==> src/rtl/instr_encoder_loader.sv <==
// Hardware assembler/loader: packs instruction field bundles into 16-bit words and
// writes them to consecutive instruction-RAM addresses while holding the CPU.
module instr_encoder_loader #(
    parameter int unsigned         ADDR_W    = 8,
    parameter logic [ADDR_W-1:0]   BASE_ADDR = '0
) (
    input  logic              clk,
    input  logic              rst_n,
    input  logic              start,
    input  logic              in_valid,
    output logic              in_ready,
    input  logic [3:0]        in_op,
    input  logic [3:0]        in_ra,
    input  logic [3:0]        in_rb,
    input  logic [7:0]        in_imm,
    input  logic              in_bsel,
    input  logic              in_bflag,
    input  logic              in_last,
    output logic              imem_we,
    output logic [ADDR_W-1:0] imem_addr,
    output logic [15:0]       imem_wdata,
    output logic              cpu_hold,
    output logic              done,
    output logic              err,
    output logic [1:0]        err_code,
    output logic [ADDR_W:0]   count
);

    localparam logic [3:0] ADD_OP = 4'h1;
    localparam logic [3:0] MV_OP  = 4'h2;
    localparam logic [3:0] LDI_OP = 4'h3;
    localparam logic [3:0] LDR_OP = 4'h4;
    localparam logic [3:0] ST_OP  = 4'h5;
    localparam logic [3:0] BRI_OP = 4'h6;
    localparam logic [3:0] BRR_OP = 4'h7;

    typedef enum logic [2:0] {StIdle, StAccept, StWrite, StDone, StErr} stateT;

    stateT             state;
    logic [ADDR_W-1:0] addr;
    logic              lastReg;
    logic [15:0]       encWord;
    logic              opLegal;

    always_comb begin
        encWord = 16'h0000;
        opLegal = 1'b1;
        case (in_op)
            ADD_OP, MV_OP, LDR_OP, ST_OP: encWord = {in_op, in_ra, in_rb, 4'h0};
            LDI_OP:                       encWord = {in_op, in_ra, in_imm};
            BRI_OP:                       encWord = {in_op, 2'b00, in_bsel, in_bflag, in_imm};
            BRR_OP:                       encWord = {in_op, 2'b00, in_bsel, in_bflag, in_rb, 4'h0};
            default:                      opLegal = 1'b0;
        endcase
    end

    always_ff @(posedge clk or negedge rst_n) begin
        if (!rst_n) begin
            state      <= StIdle;
            addr       <= BASE_ADDR;
            lastReg    <= 1'b0;
            in_ready   <= 1'b0;
            imem_we    <= 1'b0;
            imem_addr  <= '0;
            imem_wdata <= '0;
            cpu_hold   <= 1'b0;
            done       <= 1'b0;
            err        <= 1'b0;
            err_code   <= 2'b00;
            count      <= '0;
        end else begin
            imem_we <= 1'b0;
            done    <= 1'b0;
            case (state)
                StIdle, StDone, StErr: begin
                    if (start) begin
                        state    <= StAccept;
                        addr     <= BASE_ADDR;
                        count    <= '0;
                        err      <= 1'b0;
                        err_code <= 2'b00;
                        in_ready <= 1'b1;
                        cpu_hold <= 1'b1;
                    end
                end
                StAccept: begin
                    if (in_valid) begin
                        in_ready <= 1'b0;
                        if (opLegal) begin
                            imem_we    <= 1'b1;
                            imem_addr  <= addr;
                            imem_wdata <= encWord;
                            lastReg    <= in_last;
                            state      <= StWrite;
                        end else begin
                            err      <= 1'b1;
                            err_code <= 2'b01;
                            state    <= StErr;
                        end
                    end
                end
                StWrite: begin
                    addr  <= addr + 1'b1;
                    count <= count + 1'b1;
                    // in_last wins over overflow on the final RAM location
                    if (lastReg) begin
                        state    <= StDone;
                        done     <= 1'b1;
                        cpu_hold <= 1'b0;
                    end else if (addr == '1) begin
                        state    <= StErr;
                        err      <= 1'b1;
                        err_code <= 2'b10;
                    end else begin
                        state    <= StAccept;
                        in_ready <= 1'b1;
                    end
                end
                default: state <= StIdle;
            endcase
        end
    end

endmodule

==> config.mk <==
export PLATFORM = sky130hd
export DESIGN_NAME = instr_encoder_loader
export DESIGN_NICKNAME = d
export VERILOG_FILES = /design/src/rtl/instr_encoder_loader.sv
export SDC_FILE = /design/constraint.sdc
export NUM_CORES = 1
export LEC_CHECK = 0
export BUFFER_PORTS_ARGS = -buffer_cell sky130_fd_sc_hd__buf_4
export CORE_MARGIN = 2
export CORE_UTILIZATION = 46
export CTS_CLUSTER_DIAMETER = 100
export DETAILED_ROUTE_END_ITERATION = 10
export PLACE_DENSITY_LB_ADDON = 0.1
export SLEW_MARGIN = 20
export SYNTH_ARGS = -nofsm -noshare
export SYNTH_HDL_FRONTEND = slang
export SYNTH_SLANG_ARGS = --single-unit
==> constraint.sdc <==
create_clock -name clk -period 1.6 [get_ports clk]
set_clock_uncertainty 0.2 [all_clocks]
set_input_delay 0.24 -clock clk [delete_from_list [all_inputs] [get_ports clk]]
set_output_delay 0.24 -clock clk [all_outputs]
set_load 0.005 [all_outputs]
==> impl_metrics.csv <==
group,metric,value,unit
clocking,cts_max_level,2,
sta,relSlewSlack,0.693,
clocking,cts_tree,"built",
clocking,clk_latency,310,ps
floorplan,core_area,5040,µm²
sta,tightest_slew,459,ps
route,drt-total-wl,7370,µm
synthesis,netlist_area,2380,µm²
critical_path,cp-end-kind,"flip-flop",
global_route,grt_pass1_vias,2306,
route,route.detailed.drc,0,
sta,slew_viol_final,0,
clocking,cts_root_buf,"clkbuf_8",
place,dpl.hpwl,4250,µm
power,power_density,1520,nW/µm²
route,drt-wirelength-per-cell,16.1,µm
sta,max_freq,565,MHz
job,max-cap-violations,0,
route,via_count,2390,
power,ir_drop,935,µV
synthesis,yosysMostFrequentCell,"nand2_1",
synthesis,ys.warnings.count,0,
finish,instances_no_fill,459,
synthesis,async_reset_ff_frac,1.00,
synthesis,avgSynthCellArea,9.35,µm²
sta,hold_viol_final,0,
synthesis,synth_enable_flop_cells,0,
place,gp_congestion,0.828,
synthesis,synth_nets,284,
clocking,clk_path_buf_depth,2,
sta,setup_tns,-2530,ps
power,power.total,6060,µW
sta,min_period,1770,ps
finish,areaGrowthSynthToFinish,66.7,%
synthesis,ys_seq_area_frac,0.546,
sta,setup_viol,37,
global_route,grt_max_degree,36,
min_path,hold_path_class,"in2reg",
finish,drive_above_1_share,0.470,
synthesis,synth_ff_type,"dfrtp_1",
sta,hold_ws,2.46,ps
floorplan,initial_core_util,0.473,
sta,fin_crit_sh,1.11,
clocking,clkTransAtPathRegs,90,ps
critical_path,path_class,"reg2reg",
floorplan,fp.dieW,76,µm
run_status,outcome,"finished with violations",
route,ant_nets,0,
global_route,groute.usage.overall,0.236,
floorplan,die_area,5780,µm²
route,drtIter0Drc,100,
clocking,cts.sink_count,52,
finish,antennaDiodeCount,0,
synthesis,synth.top_cell.area_share,0.546,
synthesis,synth_cell_type_count,41,
run_status,violations,"setup timing",
place,port_buffers,66,
clocking,cts_inserted_buffers,5,
place,place_ws,-121,ps
route,drt-vias-per-instance,5.21,
synthesis,syn_inst,255,
place,dp_cells,421,
global_route,grt_overflow,0,
synthesis,yosysTopAreaCell,"dfrtp_1",
global_route,grt_pass1_wl,11000,µm
power,p_leak,0.00196,µW
floorplan,ios,67,
critical_path,cp.required,1650,ps
critical_path,start_kind,"flip-flop",
floorplan,rows,26,
sta,rsz0062_at_grt,"true",
critical_path,cp.arrival,1820,ps
finish,num-nets-final,417,
global_route,antenna_found_initial,0,
critical_path,crit_fanout,5,
synthesis,synth_commonest_cells,"nand2_1, dfrtp_1, nor2_1",
floorplan,die_y,76,µm
route,drt_first_pass_iters,4,
sta,layout_setup_ws,-170,ps
synthesis,synth_area_leaders,"dfrtp_1, nand2_1, nor2_1, o21ai_0, nand3_1",
synthesis,ys_seq_elements,52,
-- cell families (layout without fill, tap and decap cells) --
logic type,count (synthesis),count (layout),share of synthesized area
adders and majority gates,2,2,0.0105
AOI/OAI and AO/OA,55,55,0.156
xor gates and xnor gates,3,3,0.0110
DFF,52,52,0.546
and+or+nand+nor,129,129,0.248
buffers and inverters,14,148,0.0289
-- report_power, final --
part | switching [µW] | internal (µW)
clock | 445 | 465
sequential | 341 | 1730
combinational | 1400 | 1670
-- path summary, 6_finish.rpt --
| path | from | endpoint | slack [ps] | cells past startpoint |
|---|---|---|---|---|
| worst min-delay path | in_ra[1] | imem_wdata[9]$_DFFE_PN0P_ | 2 | 3 |
| worst min register to register | imem_addr[3]$_DFFE_PN0P_ | imem_addr[3]$_DFFE_PN0P_ | 280 | 2 |
| min in group asynchronous | rst_n | imem_addr[5]$_DFFE_PN0P_ | 130 | 2 |
| worst max-delay path | state[1]$_DFFE_PN0P_ | state[2]$_DFFE_PN0P_ | -170 | 6 |
| max in group asynchronous | rst_n | state[0]$_DFFE_PN0P_ | 610 | 3 |
| worst max register to register | state[1]$_DFFE_PN0P_ | state[2]$_DFFE_PN0P_ | -170 | 6 |
-- worst max-delay path: stages, from the launching register on --
cell and delay, ps:
dfrtp_2 470, nor3b_4 330, buf_4 170, buf_4 120
nand2_1 80, o22ai_1 230, a21o_1 110
-- state kept, by name, summed over array words and instances (netlist names) --
name and cells:
addr 8, count 9, cpu_hold 1, done 1, err 1, err_code 2, imem_addr 8, imem_wdata 16
imem_we 1, in_ready 1, lastReg 1, state 3
-- stage by stage --
step                utilization  area (µm²)
global placement          0.650        3280
floorplan                     -        2450
detailed placement        0.650        3280
CTS                       0.725        3650
global route              0.789        3980
finish                    0.789        3980
-- final cells by class --
class                   instances  area (µm²)
fillers                       332        1070
clock inverters                 2        35.0
flip-flops and latches         52        1300
well taps                      70        87.6
multi-input cells             189        1260
inverters                       3        11.3
clock buffers                   6        72.6
repair buffers                137        1200
-- routing by layer --
| metal | part of all wire | wire length [µm] | track usage |
|---|---|---|---|
| met1 | 0.43 | 3130 | 0.320 |
| met2 | 0.52 | 3830 | 0.384 |
| met3 | 0.031 | 228 | 0.0427 |
| met4 | 0.024 | 177 | 0.0873 |
| met5 | 0 | 0 | 0 |
-- layout by cell type, fill, tap and decap left out, types with 5 or more instances in the layout --
master / netlist / layout
a21oi_1: 10 / 6
nor2_1: 32 / 22
and2_1: 7 / 5
o21ai_1: 3 / 7
o21ai_0: 16 / 6
dfrtp_1: 52 / 50
dlygate4sd3_1: 0 / 16
o21ai_2: 0 / 5
nor2_2: 2 / 5
clkbuf_8: 0 / 5
buf_6: 0 / 11
nand3_1: 15 / 10
nand2_1: 55 / 50
buf_4: 1 / 104
nor2_4: 0 / 7
-- repair_timing --
action | in CTS | in global routing
endpoints found under the setup margin | 36 | 49
setup buffers | 2 | 8
resized for setup | 14 | 68
endpoints found under the hold margin | 63 | 0
hold buffers | 16 | 0
pin swaps | 11 | 29
cloned | 2 | 2
No activity file was read; power rests on OpenSTA's default activity.
